File: config.mk
export PLATFORM = sky130hd
export DESIGN_NAME = store_merge_unit
export DESIGN_NICKNAME = d
export VERILOG_FILES = /design/src/rtl/store_merge_unit.sv
export SDC_FILE = /design/constraint.sdc
export NUM_CORES = 1
export LEC_CHECK = 0
export CAP_MARGIN = 20
export CORE_AREA = 2 2 123 125
export DETAILED_ROUTE_END_ITERATION = 16
export DIE_AREA = 0 0 125 127
export DONT_BUFFER_PORTS = 1
export HOLD_SLACK_MARGIN = 0.08
export PLACE_DENSITY_LB_ADDON = 0.1
export SYNTH_ARGS = -nofsm -noshare
export SYNTH_HDL_FRONTEND = slang
export SYNTH_SLANG_ARGS = --single-unit
File: constraint.sdc
create_clock -name clk -period 9.16 [get_ports clk]
set_input_delay 2.29 -clock clk [delete_from_list [all_inputs] [get_ports clk]]
set_output_delay 2.29 -clock clk [all_outputs]
set_load 0.005 [all_outputs]
File: src/rtl/store_merge_unit.sv
// store_merge_unit: store path from a 32-bit register value to a word-only
// data memory. Word stores are written directly. Byte and halfword stores
// read the addressed word, merge the selected little-endian lane, and write
// it back. Misaligned or illegal-size requests complete with an error pulse
// and leave memory untouched. All outputs are registered (Moore style).
module store_merge_unit (
  input  logic        clk,
  input  logic        reset,
  input  logic        req_valid,
  output logic        req_ready,
  input  logic [31:0] req_addr,
  input  logic [31:0] req_wdata,
  input  logic [1:0]  req_size,
  output logic        done,
  output logic        err,
  output logic [31:0] mem_addr,
  output logic        mem_re,
  input  logic [31:0] mem_rdata,
  output logic        mem_we,
  output logic [31:0] mem_wdata
);

  typedef enum logic [2:0] {
    ST_IDLE  = 3'd0,
    ST_READ  = 3'd1,
    ST_CAPT  = 3'd2,
    ST_WRITE = 3'd3,
    ST_ERR   = 3'd4
  } state_e;

  state_e      state_r;
  state_e      state_nxt_s;

  // Request fields captured at acceptance; only the low half of the write
  // data is ever needed after acceptance (word stores use the live input).
  logic [31:0] addr_r;
  logic [15:0] wdata_r;
  logic        is_half_r;

  logic        accept_s;
  logic        ready_nxt_s;
  logic        re_nxt_s;
  logic        we_nxt_s;
  logic        done_nxt_s;
  logic        err_nxt_s;
  logic [31:0] addr_nxt_s;
  logic [31:0] wdata_nxt_s;

  // Replace one little-endian lane of a memory word with store data.
  // Half: lane selected by off[1]. Byte: lane selected by off[1:0].
  function automatic logic [31:0] merge_lane(
    input logic [31:0] word,
    input logic [15:0] data,
    input logic [1:0]  off,
    input logic        is_half
  );
    logic [31:0] res;
    res = word;
    if (is_half) begin
      if (off[1]) begin
        res[31:16] = data;
      end else begin
        res[15:0] = data;
      end
    end else begin
      case (off)
        2'd0:    res[7:0]   = data[7:0];
        2'd1:    res[15:8]  = data[7:0];
        2'd2:    res[23:16] = data[7:0];
        2'd3:    res[31:24] = data[7:0];
        default: res        = word;
      endcase
    end
    return res;
  endfunction

  assign accept_s = req_valid && req_ready;

  // State register.
  always_ff @(posedge clk or posedge reset) begin
    if (reset) begin
      state_r <= ST_IDLE;
    end else begin
      state_r <= state_nxt_s;
    end
  end

  // Next-state decode: alignment and size checks happen at acceptance.
  always_comb begin
    state_nxt_s = state_r;
    case (state_r)
      ST_IDLE: begin
        if (accept_s) begin
          case (req_size)
            2'b00: state_nxt_s = ST_READ;
            2'b01: begin
              if (req_addr[0]) begin
                state_nxt_s = ST_ERR;
              end else begin
                state_nxt_s = ST_READ;
              end
            end
            2'b10: begin
              if (req_addr[1:0] == 2'b00) begin
                state_nxt_s = ST_WRITE;
              end else begin
                state_nxt_s = ST_ERR;
              end
            end
            default: state_nxt_s = ST_ERR;
          endcase
        end else begin
          state_nxt_s = ST_IDLE;
        end
      end
      ST_READ:  state_nxt_s = ST_CAPT;
      ST_CAPT:  state_nxt_s = ST_WRITE;
      ST_WRITE: state_nxt_s = ST_IDLE;
      ST_ERR:   state_nxt_s = ST_IDLE;
      default:  state_nxt_s = ST_IDLE;
    endcase
  end

  // Output values for the state being entered; registered below so every
  // output is a clean flop that reflects the current state.
  always_comb begin
    ready_nxt_s = (state_nxt_s == ST_IDLE);
    re_nxt_s    = (state_nxt_s == ST_READ);
    we_nxt_s    = (state_nxt_s == ST_WRITE);
    done_nxt_s  = (state_nxt_s == ST_WRITE) || (state_nxt_s == ST_ERR);
    err_nxt_s   = (state_nxt_s == ST_ERR);
    addr_nxt_s  = 32'h0000_0000;
    wdata_nxt_s = 32'h0000_0000;

    case (state_nxt_s)
      ST_READ, ST_CAPT, ST_WRITE: begin
        if (state_r == ST_IDLE) begin
          addr_nxt_s = {req_addr[31:2], 2'b00};
        end else begin
          addr_nxt_s = {addr_r[31:2], 2'b00};
        end
      end
      default: addr_nxt_s = 32'h0000_0000;
    endcase

    // The mem_wdata flop doubles as the merge buffer: the capture edge
    // loads the read word with the selected lane already replaced.
    if (state_nxt_s == ST_WRITE) begin
      if (state_r == ST_CAPT) begin
        wdata_nxt_s = merge_lane(mem_rdata, wdata_r, addr_r[1:0], is_half_r);
      end else begin
        wdata_nxt_s = req_wdata;
      end
    end else begin
      wdata_nxt_s = 32'h0000_0000;
    end
  end

  // Registered outputs; reset forces all of them low immediately.
  always_ff @(posedge clk or posedge reset) begin
    if (reset) begin
      req_ready <= 1'b0;
      mem_re    <= 1'b0;
      mem_we    <= 1'b0;
      done      <= 1'b0;
      err       <= 1'b0;
      mem_addr  <= 32'h0000_0000;
      mem_wdata <= 32'h0000_0000;
    end else begin
      req_ready <= ready_nxt_s;
      mem_re    <= re_nxt_s;
      mem_we    <= we_nxt_s;
      done      <= done_nxt_s;
      err       <= err_nxt_s;
      mem_addr  <= addr_nxt_s;
      mem_wdata <= wdata_nxt_s;
    end
  end

  // Capture the request so the caller need not hold it after acceptance.
  always_ff @(posedge clk or posedge reset) begin
    if (reset) begin
      addr_r    <= 32'h0000_0000;
      wdata_r   <= 16'h0000;
      is_half_r <= 1'b0;
    end else if ((state_r == ST_IDLE) && accept_s) begin
      addr_r    <= req_addr;
      wdata_r   <= req_wdata[15:0];
      is_half_r <= (req_size == 2'b01);
    end else begin
      addr_r    <= addr_r;
      wdata_r   <= wdata_r;
      is_half_r <= is_half_r;
    end
  end

endmodule

==> results of run 1 <==
-- state kept, by name (all words and copies together) (netlist names) --
name       cells
mem_re         1
mem_wdata     32
is_half_r      1
wdata_r       16
mem_addr      30
done           1
err            1
addr_r        32
mem_we         1
state_r        3
req_ready      1
-- final cells by class --
type / instances / area (um^2) / area share [%]
clock buffer: 23 / 488 / 8.44
tap: 184 / 230 / 3.98
sequential: 119 / 2980 / 51.5
clock inverter: 9 / 97.6 / 1.69
timing repair buffer: 8 / 100 / 1.73
inverter: 3 / 16.3 / 0.281
multi-input combinational: 348 / 1870 / 32.4
-- kinds of logic after synthesis --
family / count (synthesis) / synth area share, %
AND/OR/NAND/NOR: 226 / 17.8
AO/OA/AOI/OAI: 103 / 15.8
other: 1 / 0.0750
buffers and inverters: 33 / 3.43
XOR/XNOR: 1 / 0.175
flip-flops: 119 / 59.5
multiplexers: 16 / 3.20
-- how the worst max path moves through the flow --
stage,start,endpoint,cells after the start
global route,req_valid,mem_addr[28]$_DFF_PP0_,5
CTS,req_valid,mem_addr[27]$_DFF_PP0_,5
global placement,req_valid,mem_addr[28]$_DFF_PP0_,5
floorplan,reset,addr_r[0]$_DFFE_PP0P_,1
finish,req_valid,mem_addr[27]$_DFF_PP0_,5
detailed placement,req_valid,mem_addr[27]$_DFF_PP0_,5
-- metrics by stage --
stage	utilization, %	setup slack, ns	instance area [um^2]
after detailed placement	35.8	5.12	5170
after global placement	35.6	5.17	5140
after global routing	40.1	5.51	5780
final	40.1	5.60	5780
after floorplan	-	3.71	5000
after CTS	39.9	5.56	5750
-- cell usage in the layout, fill, tap and decap left out, types with 2 or more instances in the layout --
cell / instances
conb_1: 2
o21ai_1: 4
buf_4: 6
a21o_1: 6
clkbuf_8: 4
nor3b_1: 2
o21ai_0: 10
mux2i_1: 16
a21oi_1: 8
o2bb2ai_1: 32
clkbuf_1: 2
buf_16: 2
bufinv_16: 2
inv_2: 2
clkinv_2: 6
nor2_1: 7
o22ai_1: 9
clkbuf_16: 17
a21oi_2: 31
nand2_1: 206
dfrtp_1: 119
-- Yosys cell counts, types with 2 or more instances --
master / count / area share, %
mux2i_1: 16 / 3.2
dfrtp_1: 119 / 60
o21ai_0: 10 / 1.0
buf_4: 7 / 1.1
o21ai_1: 4 / 0.40
a21o_1: 6 / 0.90
nand2_1: 206 / 15
o2bb2ai_1: 32 / 5.6
buf_2: 5 / 0.50
clkbuf_1: 16 / 1.2
nor3b_1: 2 / 0.30
nor2_1: 7 / 0.53
a21oi_2: 32 / 5.6
inv_2: 2 / 0.15
buf_6: 2 / 0.45
o22ai_1: 9 / 1.1
a21oi_1: 8 / 0.80
-- worst min-delay path: stages, from the launching register on --
cell and delay (ns):
dfrtp_1 0.34, nand2_1 0.05, nand2_1 0.05
-- routing by layer --
metal	wire length, um	vias to the layer above
met5	0	-
met4	191	0
met1	5860	1680
met2	6180	127
li1	-	1648
met3	1020	14
-- where the power goes --
| part | switching, uW | total, uW | leakage [uW] | internal, uW |
|---|---|---|---|---|
| combinational | 464 | 730 | 0.000939 | 266 |
| clock | 231 | 657 | 0.000292 | 426 |
| sequential | 157 | 904 | 0.00154 | 747 |
| total | 852 | 2290 | 0.00277 | 1440 |
==> summary.txt, run 1 <==
Setup path
  • Worst EP required: between 9 and 10 ns
  • R2R Setup Slk: 6.86 ns
  • Crit path buffers/inverters: 2
  • Slowest cell on the critical path: a21oi_4
  • FF-to-FF End: mem_wdata[23]$_DFF_PP0_
  • Setup Crit Path Kind: primary input to register
  • Most used cell, CP: buf_4
  • Critical path's top delay family: buffers and inverters
  • Arr. time, crit path: between 3 and 4 ns
  • Crit end category: register
  • RR Startpoint: state_r[2]$_DFF_PP0_
  • Worst Setup Start Kind: primary input
  • Max incr delay on CP: roughly 0.6 ns
  • Critical-path cell list: and3_2 > buf_4 > a21oi_4 > buf_4 > a21oi_2
  • R2R depth: 7
  • Critical path fanouts, max: 54

Floorplan
  • Core Box Area: around 0.014 mm^2
  • Initial core utilization: a little over a third
  • Row Count: between 40 and 50
  • IO Pins: 170
  • DIE WIDTH: roughly 130 um
  • Die Area: about 0.016 mm^2
  • Die Height: 127 um

Routing
  • Via density: approximately 5
  • Routed via count: 3469
  • Drt pass-1 iters: 4
  • DR WL/cell: between 15 and 20 um
  • Final WL: around 13 mm
  • Final antenna-violating net count: 0
  • Iter 0 DRT Violations: between 200 and 300
  • # DRC: 0

Finish
  • Diode count: 0
  • Fin cells: between 600 and 700
  • Final-layout fill cell count: 1422
  • NumNets Final: around 600
  • Fraction of layout cells with a size suffix above 1: between 15 and 20%
  • Area delta synth->final: 15.6%

Worst hold path
  • Hold worst-path end: addr_r[5]$_DFFE_PP0P_
  • Min-delay worst type: register to register
  • HP Start: addr_r[5]$_DFFE_PP0P_
  • WHS Path Cells: 2

CTS
  • Sinks on Clock Net: 119
  • CTS root buffer: clkbuf_16
  • CTS tree: built
  • Post-CTS resize count: 0
  • CTS Hold Bufs: 0
  • Clock tree buffer depth: 2
  • Clk pin slew, worst setup/hold paths: 0.05 ns
  • Clk_lat worst skew: a little over 0.4 ns
  • Setup Buffers After CTS: 0
  • H-tree levels: 4
  • CTS buffer count: 17

Yosys
  • Post-synthesis cell area: about 0.0050 mm^2
  • Register area share after synthesis: between 50% and 60%
  • Post-Syn Instances: approximately 500
  • Ys Warns: 0
  • Post-synth top flop: dfrtp_1
  • FFs w/ async S/R, synth: 100%
  • Seq cells post-synth: around 120
  • Average size of a mapped cell: around 10 um^2
  • EDFF count, synth: 0
  • Post-synth cell types: 33

Timing
  • Worst slew pin tran: between 0.9 and 1 ns
  • Endpoints failing hold: 0
  • Slew Limit Fails: 0
  • Slew HR: roughly two fifths
  • Final setup viols: 0
  • Fin crit period: between 3 and 4 ns
  • F_max: ~0.28 GHz
  • Final period util: 38.8%
  • Hold_ws: approximately 0.47 ns
  • Layout Skew: slightly below 0.007 ns
  • Final setup TNS: 0 ns
  • RSZ-0062 raised after global routing: false

GRT
  • Met3 usage: 6.28%
  • Largest net degree at the start of global routing: 72
  • Number of global-route vias before repair: ~3.6k
  • GR peak layer: met2
  • Congestion Overflow GR: 0
  • First-pass GRT wire length: between 20 and 25 mm
  • GRT Resource Usage Total: approximately 17%
  • GRT met2 Usage: 26.2%
  • Met1 usage: 23.0%
  • Initial antenna violation count: 0

Placed design
  • Placed Instances: between 600 and 700
  • PortBufs: 0
  • DP HPWL: just under 9 mm
  • Routability cong.: 0.745

Power
  • Power Density: around 400 mW/mm^2
  • Final Power: 2290 uW
  • Maximum vdd ir drop: 0.151 mV
  • Static leakage: 0.00277 uW

Run
  • Max-cap violation count: 0

Run status
  • Status: finished, final reports clean
Power figures use the tool's default switching activity.
==> run 2, diff against run 1 <==
clock period = 3.6 ns   (was 9.16 ns; I/O delays follow)
==> summary.txt, run 2 (same netlist as run 1, synthesis figures left out) <==
Timing
  • Final setup viols: 0 (unchanged)
  • Final period util: between 60% and 70%
  • Fin crit period: about 2.5 ns
  • F_max: 0.401 GHz
  • Worst slew pin tran: 0.766 ns (-0.157 ns)
  • Endpoints failing hold: 0 (unchanged)
  • Layout Skew: 0.00542 ns (-0.00140 ns)
  • RSZ-0062 raised after global routing: false
  • Final setup TNS: 0 ns (unchanged)
  • Slew Limit Fails: 0 (unchanged)
  • Hold_ws: 0.441 ns (-0.0308 ns)
  • Slew HR: 48.8% (+10 points)

Placed design
  • PortBufs: 0 (unchanged)
  • Placed Instances: 663 (+0.30%)
  • DP HPWL: 8.93 mm (+1.8%)
  • Routability cong.: 0.734 (-1.5%)

Run status
  • Status: finished, final reports clean

Setup path
  • Crit end category: register
  • Critical path's top delay family: simple AND/OR/NAND/NOR gates
  • Worst Setup Start Kind: register
  • CP startpoint: state_r[2]$_DFF_PP0_
  • Critical path fanouts, max: 32 (-41%)
  • R2R Setup Slk: 1.10 ns (-5.76 ns)
  • Setup Crit Path Kind: register to register
  • Max incr delay on CP: 0.61 ns (about the same)
  • Arr. time, crit path: 2.82 ns (-1.01 ns)
  • Slowest cell on the critical path: nor3_4
  • Critical-path cell list: nor3_4 > nand3_2 > nor2_2 > buf_4 > o2bb2ai_1
  • R2R depth: 5 (-2)
  • Worst EP required: 3.93 ns (-5.51 ns)
  • Crit path buffers/inverters: 1 (-1)
  • RR Startpoint: state_r[2]$_DFF_PP0_
  • FF-to-FF End: mem_wdata[16]$_DFF_PP0_

Finish
  • Fraction of layout cells with a size suffix above 1: 15.5% (-0.030 points)
  • Fin cells: 695 (+0.14%)
  • Diode count: 0 (unchanged)
  • NumNets Final: 599 (+0.17%)
  • Commonest non-fill, non-tap cell in the layout: nand2_1
  • Area delta synth->final: 15.2%
  • Most frequent cells in the layout: 206 x nand2_1, 119 x dfrtp_1, 32 x o2bb2ai_1
  • Util after Layout: 39.9% (-0.15 points)
  • Regs by FF count: addr_r (32), mem_wdata (32), mem_addr (30)

Power
  • Comb power frac: 33.3% (+1.4 points)
  • Net Sw Frac: 38.1% (+0.91 points)
  • Power Density: 999 mW/mm^2 (+150%)
  • Switching Power: 2190 uW (+160%)
  • Internal: 3560 uW (+150%)
  • Clk pwr share: 26.7% (-2.0 points)
  • Static leakage: 0.00276 uW (-0.47%)
  • Flop pwr share: 40.0% (+0.5 points)
  • Maximum vdd ir drop: 0.342 mV (+130%)

Routing
  • Iter 0 DRT Violations: 214 (-19%)
  • Final WL: 13.4 mm (+0.73%)
  • # DRC: 0 (unchanged)
  • Via density: 5.06 (+1.2%)
  • Final antenna-violating net count: 0 (unchanged)
  • DR WL/cell: 19.2 um (+0.59%)
  • Drt pass-1 iters: 4 (unchanged)
  • Routed via count: 3517 (+1.4%)

Worst hold path
  • Min-delay worst type: primary input to async pin

GRT
  • Number of global-route vias before repair: 3597 (+0.028%)
  • First-pass GRT wire length: 21.0 mm (+0.13%)
  • Largest net degree at the start of global routing: 67 (-6.9%)
  • Initial antenna violation count: 0 (unchanged)
  • Congestion Overflow GR: 0 (unchanged)
  • GRT Resource Usage Total: 17.4% (+0.14 points)

Floorplan
  • Die Area: 0.0159 mm^2 (unchanged)
  • Die Height: 127 um (unchanged)
  • DIE WIDTH: 125 um (unchanged)
  • Core Box Area: 0.0144 mm^2 (unchanged)
  • Initial core utilization: 34.7% (unchanged)
  • IO Pins: 170 (unchanged)
  • Row Count: 44 (unchanged)

Run
  • Max-cap violation count: 0 (unchanged)

CTS
  • Setup Buffers After CTS: 0 (unchanged)
  • CTS root buffer: clkbuf_16
  • H-tree levels: 4 (unchanged)
  • CTS tree: built
  • Post-CTS resize count: 0 (unchanged)
  • CTS Hold Bufs: 0 (unchanged)
  • Clk pin slew, worst setup/hold paths: 0.05 ns (about the same)
  • CTS buffer count: 17 (unchanged)
  • Clock tree buffer depth: 2 (unchanged)
  • Sinks on Clock Net: 119 (unchanged)
  • Clk_lat worst skew: 0.41 ns (about the same)
run 2: cell count changes in the layout (fill, tap and decap cells not counted), sizes merged:
cell      before  now
inv            3    2
clkinvlp       1    2
clkinv         6    9
bufinv         2    1
buf            8    9
clkbuf        23   21
run 2: power by group through the flow:
stage	Combinational, uW	Clock (uW)	Sequential, uW
finish	1910	1540	2300
floorplan	1490	0	2170
detailed placement	1950	0	2320
CTS	1950	1580	2310
global placement	1850	0	2310
global route	2170	1640	2360
run 2: per-layer routing:
metal	GRT usage [%]	share of wire (%)
met1	23.1	44
met2	25.3	45
met4	7.19	2.5
met5	0	0
met3	7.24	8.0
run 2: how the worst max path moves through the flow:
stage | to | depth (start not counted)
after detailed placement | mem_wdata[16]$_DFF_PP0_ | 5
after global placement | mem_wdata[19]$_DFF_PP0_ | 5
final | mem_wdata[16]$_DFF_PP0_ | 5
after global routing | mem_wdata[23]$_DFF_PP0_ | 5
after CTS | mem_wdata[16]$_DFF_PP0_ | 5
after floorplan | addr_r[0]$_DFFE_PP0P_ | 1
run 2: worst reg2reg max path, cell delays in order, from the launching register on:
cell and delay (ns):
dfrtp_1 0.45, nor3_4 0.61, nand3_2 0.57, nor2_2 0.24, buf_4 0.36, o2bb2ai_1 0.18
run 2: area by class of cell:
cell class	instances	area, um^2
clock buffer	21	450
tap	184	230
inverter	3	15.0
sequential	119	2980
clock inverter	11	82.6
timing repair buffer	9	133
multi-input combinational	348	1870
fill	1423	8660
run 2: through the flow:
stage	power (uW)	area (um^2)	setup slack, ns
floorplan	3660	5010	1.24
global placement	4170	5170	1.12
detailed placement	4270	5230	1.05
CTS	5840	5760	1.04
global route	6170	5760	0.855
finish	5750	5760	1.10
==> run 3, diff against run 2 <==
clock period = 2.1 ns   (was 3.6 ns; I/O delays follow)
==> summary.txt, run 3 (same netlist as run 1, synthesis figures left out) <==
Run
  • Max-cap violation count: 0 (unchanged)

Power
  • Clk pwr share: 25.8% (-0.9 points)
  • Flop pwr share: 40.1% (about the same)
  • Switching Power: 3690 uW (+68%)
  • Comb power frac: 34.1% (+0.8 points)
  • Static leakage: 0.00277 uW (+0.32%)
  • Maximum vdd ir drop: 0.952 mV (+180%)
  • Net Sw Frac: 37.6% (-0.49 points)
  • Power Density: 1690 mW/mm^2 (+70%)
  • Internal: 6120 uW (+72%)

Routing
  • Routed via count: 3487 (-0.85%)
  • WL met3: 754 um (-30%)
  • DR top layer: met4
  • Final antenna-violating net count: 0 (unchanged)
  • Drt pass-1 iters: 4 (unchanged)
  • # DRC: 0 (unchanged)
  • Met2 wire length: 6.33 mm (+5.4%)
  • Via density: 4.98 (-1.6%)
  • DRT met1 WL: 5.95 mm (+0.25%)
  • Final WL: 13.2 mm (-1.1%)
  • Iter 0 DRT Violations: 234 (+9.3%)
  • DR WL/cell: 18.9 um (-1.8%)

GRT
  • Largest net degree at the start of global routing: 120 (+79%)
  • First-pass GRT wire length: 20.5 mm (-2.4%)
  • Number of global-route vias before repair: 3533 (-1.8%)
  • Initial antenna violation count: 0 (unchanged)
  • Congestion Overflow GR: 0 (unchanged)
  • GRT Resource Usage Total: 17.0% (-0.43 points)

Worst hold path
  • Min-delay worst type: primary input to async pin

Timing
  • Final setup TNS: 0 ns (unchanged)
  • Hold_ws: 0.192 ns (-0.249 ns)
  • RSZ-0062 raised after global routing: false
  • Layout Skew: 0.00636 ns (+0.000934 ns)
  • Endpoints failing hold: 0 (unchanged)
  • Slew Limit Fails: 0 (unchanged)
  • Final setup viols: 0 (unchanged)
  • Fin crit period: 1.61 ns (-0.887 ns)
  • Slew HR: 57.2% (+8.4 points)
  • Worst slew pin tran: 0.642 ns (-0.125 ns)
  • Final period util: 76.6% (+7.3 points)
  • F_max: 0.622 GHz (+55%)

Setup path
  • Max incr delay on CP: 0.44 ns (-0.17 ns)
  • Setup Crit Path Kind: register to register
  • Worst Setup Start Kind: register
  • Slowest cell on the critical path: dfrtp_1
  • CP startpoint: state_r[2]$_DFF_PP0_
  • Critical-path cell list: nor3_4 > and3_2 > a21oi_4 > buf_12 > a21oi_2
  • Crit path buffers/inverters: 1 (unchanged)
  • Critical path fanouts, max: 26 (-19%)
  • R2R depth: 5 (unchanged)
  • FF-to-FF End: mem_addr[13]$_DFF_PP0_
  • Arr. time, crit path: 1.94 ns (-0.88 ns)
  • RR Startpoint: state_r[2]$_DFF_PP0_
  • R2R Setup Slk: 0.49 ns (-0.61 ns)
  • Worst EP required: 2.43 ns (-1.50 ns)
  • Crit path depth: 5 (unchanged)
  • Setup crit end: mem_addr[13]$_DFF_PP0_
  • Crit end category: register
  • Critical path's top delay family: simple AND/OR/NAND/NOR gates

CTS
  • Sinks on Clock Net: 119 (unchanged)
  • Clk pin slew, worst setup/hold paths: 0.05 ns (about the same)
  • CTS root buffer: clkbuf_16
  • CTS buffer count: 17 (unchanged)
  • H-tree levels: 4 (unchanged)
  • CTS tree: built
  • Setup Buffers After CTS: 0 (unchanged)
  • Clock tree buffer depth: 2 (unchanged)
  • Clk_lat worst skew: 0.40 ns (about the same)
  • CTS Hold Bufs: 0 (unchanged)
  • Post-CTS resize count: 0 (unchanged)

Finish
  • Regs by FF count: addr_r (32), mem_wdata (32), mem_addr (30)
  • Most frequent cells in the layout: 206 x nand2_1, 119 x dfrtp_1, 32 x o2bb2ai_1
  • Fraction of layout cells with a size suffix above 1: 15.7% (+0.24 points)
  • Area delta synth->final: 15.7%
  • Commonest non-fill, non-tap cell in the layout: nand2_1
  • NumNets Final: 606 (+1.2%)
  • Diode count: 0 (unchanged)
  • Util after Layout: 40.1% (+0.17 points)

Placed design
  • DP HPWL: 9.03 mm (+1.1%)
  • PortBufs: 0 (unchanged)
  • Routability cong.: 0.716 (-2.5%)

Run status
  • Status: finished, final reports clean

Floorplan
  • Die Height: 127 um (unchanged)
  • Die Area: 0.0159 mm^2 (unchanged)
  • DIE WIDTH: 125 um (unchanged)
  • IO Pins: 170 (unchanged)
  • Initial core utilization: 34.7% (unchanged)
  • Row Count: 44 (unchanged)
  • Core Box Area: 0.0144 mm^2 (unchanged)
## run 3: cell count changes in the layout (fill, tap and decap cells not counted), sizes merged
cell | before | now
buf | 9 | 16
clkinv | 9 | 2
clkbuf | 21 | 27
bufinv | 1 | 0
## run 3: per-layer routing
layer | vias up | GRT usage (%)
met3 | 9 | 6.37
met5 | - | 0
met1 | 1705 | 22.2
met2 | 106 | 26.2
li1 | 1667 | -
met4 | 0 | 5.82
## run 3: cell type report
cell class | count | area (um^2)
clock inverters | 3 | 17.5
multi-input cells | 348 | 1870
well taps | 184 | 230
inverters | 3 | 15.0
flip-flops and latches | 119 | 2980
fillers | 1422 | 8640
repair buffers | 16 | 170
clock buffers | 27 | 503
## run 3: worst min-delay path by stage
stage | startpoint | cells past startpoint | endpoint
detailed placement | addr_r[6]$_DFFE_PP0P_ | 2 | addr_r[6]$_DFFE_PP0P_
CTS | req_wdata[12] | 2 | wdata_r[12]$_DFFE_PP0P_
finish | reset | 2 | mem_addr[29]$_DFF_PP0_
global route | req_addr[0] | 2 | addr_r[0]$_DFFE_PP0P_
global placement | addr_r[7]$_DFFE_PP0P_ | 2 | addr_r[7]$_DFFE_PP0P_
floorplan | addr_r[10]$_DFFE_PP0P_ | 2 | addr_r[10]$_DFFE_PP0P_
## run 3: power by group through the flow
stage | clock network (uW) | registers, uW | logic [uW]
after CTS | 2610 | 3960 | 3420
after detailed placement | 0 | 3980 | 3410
after global placement | 0 | 3980 | 3340
after floorplan | 0 | 3720 | 2560
after global routing | 2730 | 4050 | 3750
final | 2530 | 3940 | 3340
## run 3: per-stage QoR
| stage | setup WS [ns] | cells | cell area, um^2 | power, uW |
|---|---|---|---|---|
| after floorplan | 0.120 | 500 | 5010 | 6280 |
| after global placement | 0.536 | 670 | 5260 | 7330 |
| after detailed placement | 0.489 | 670 | 5260 | 7390 |
| after CTS | 0.482 | 700 | 5780 | 9990 |
| after global routing | 0.368 | 700 | 5780 | 10500 |
| final | 0.492 | 700 | 5780 | 9800 |
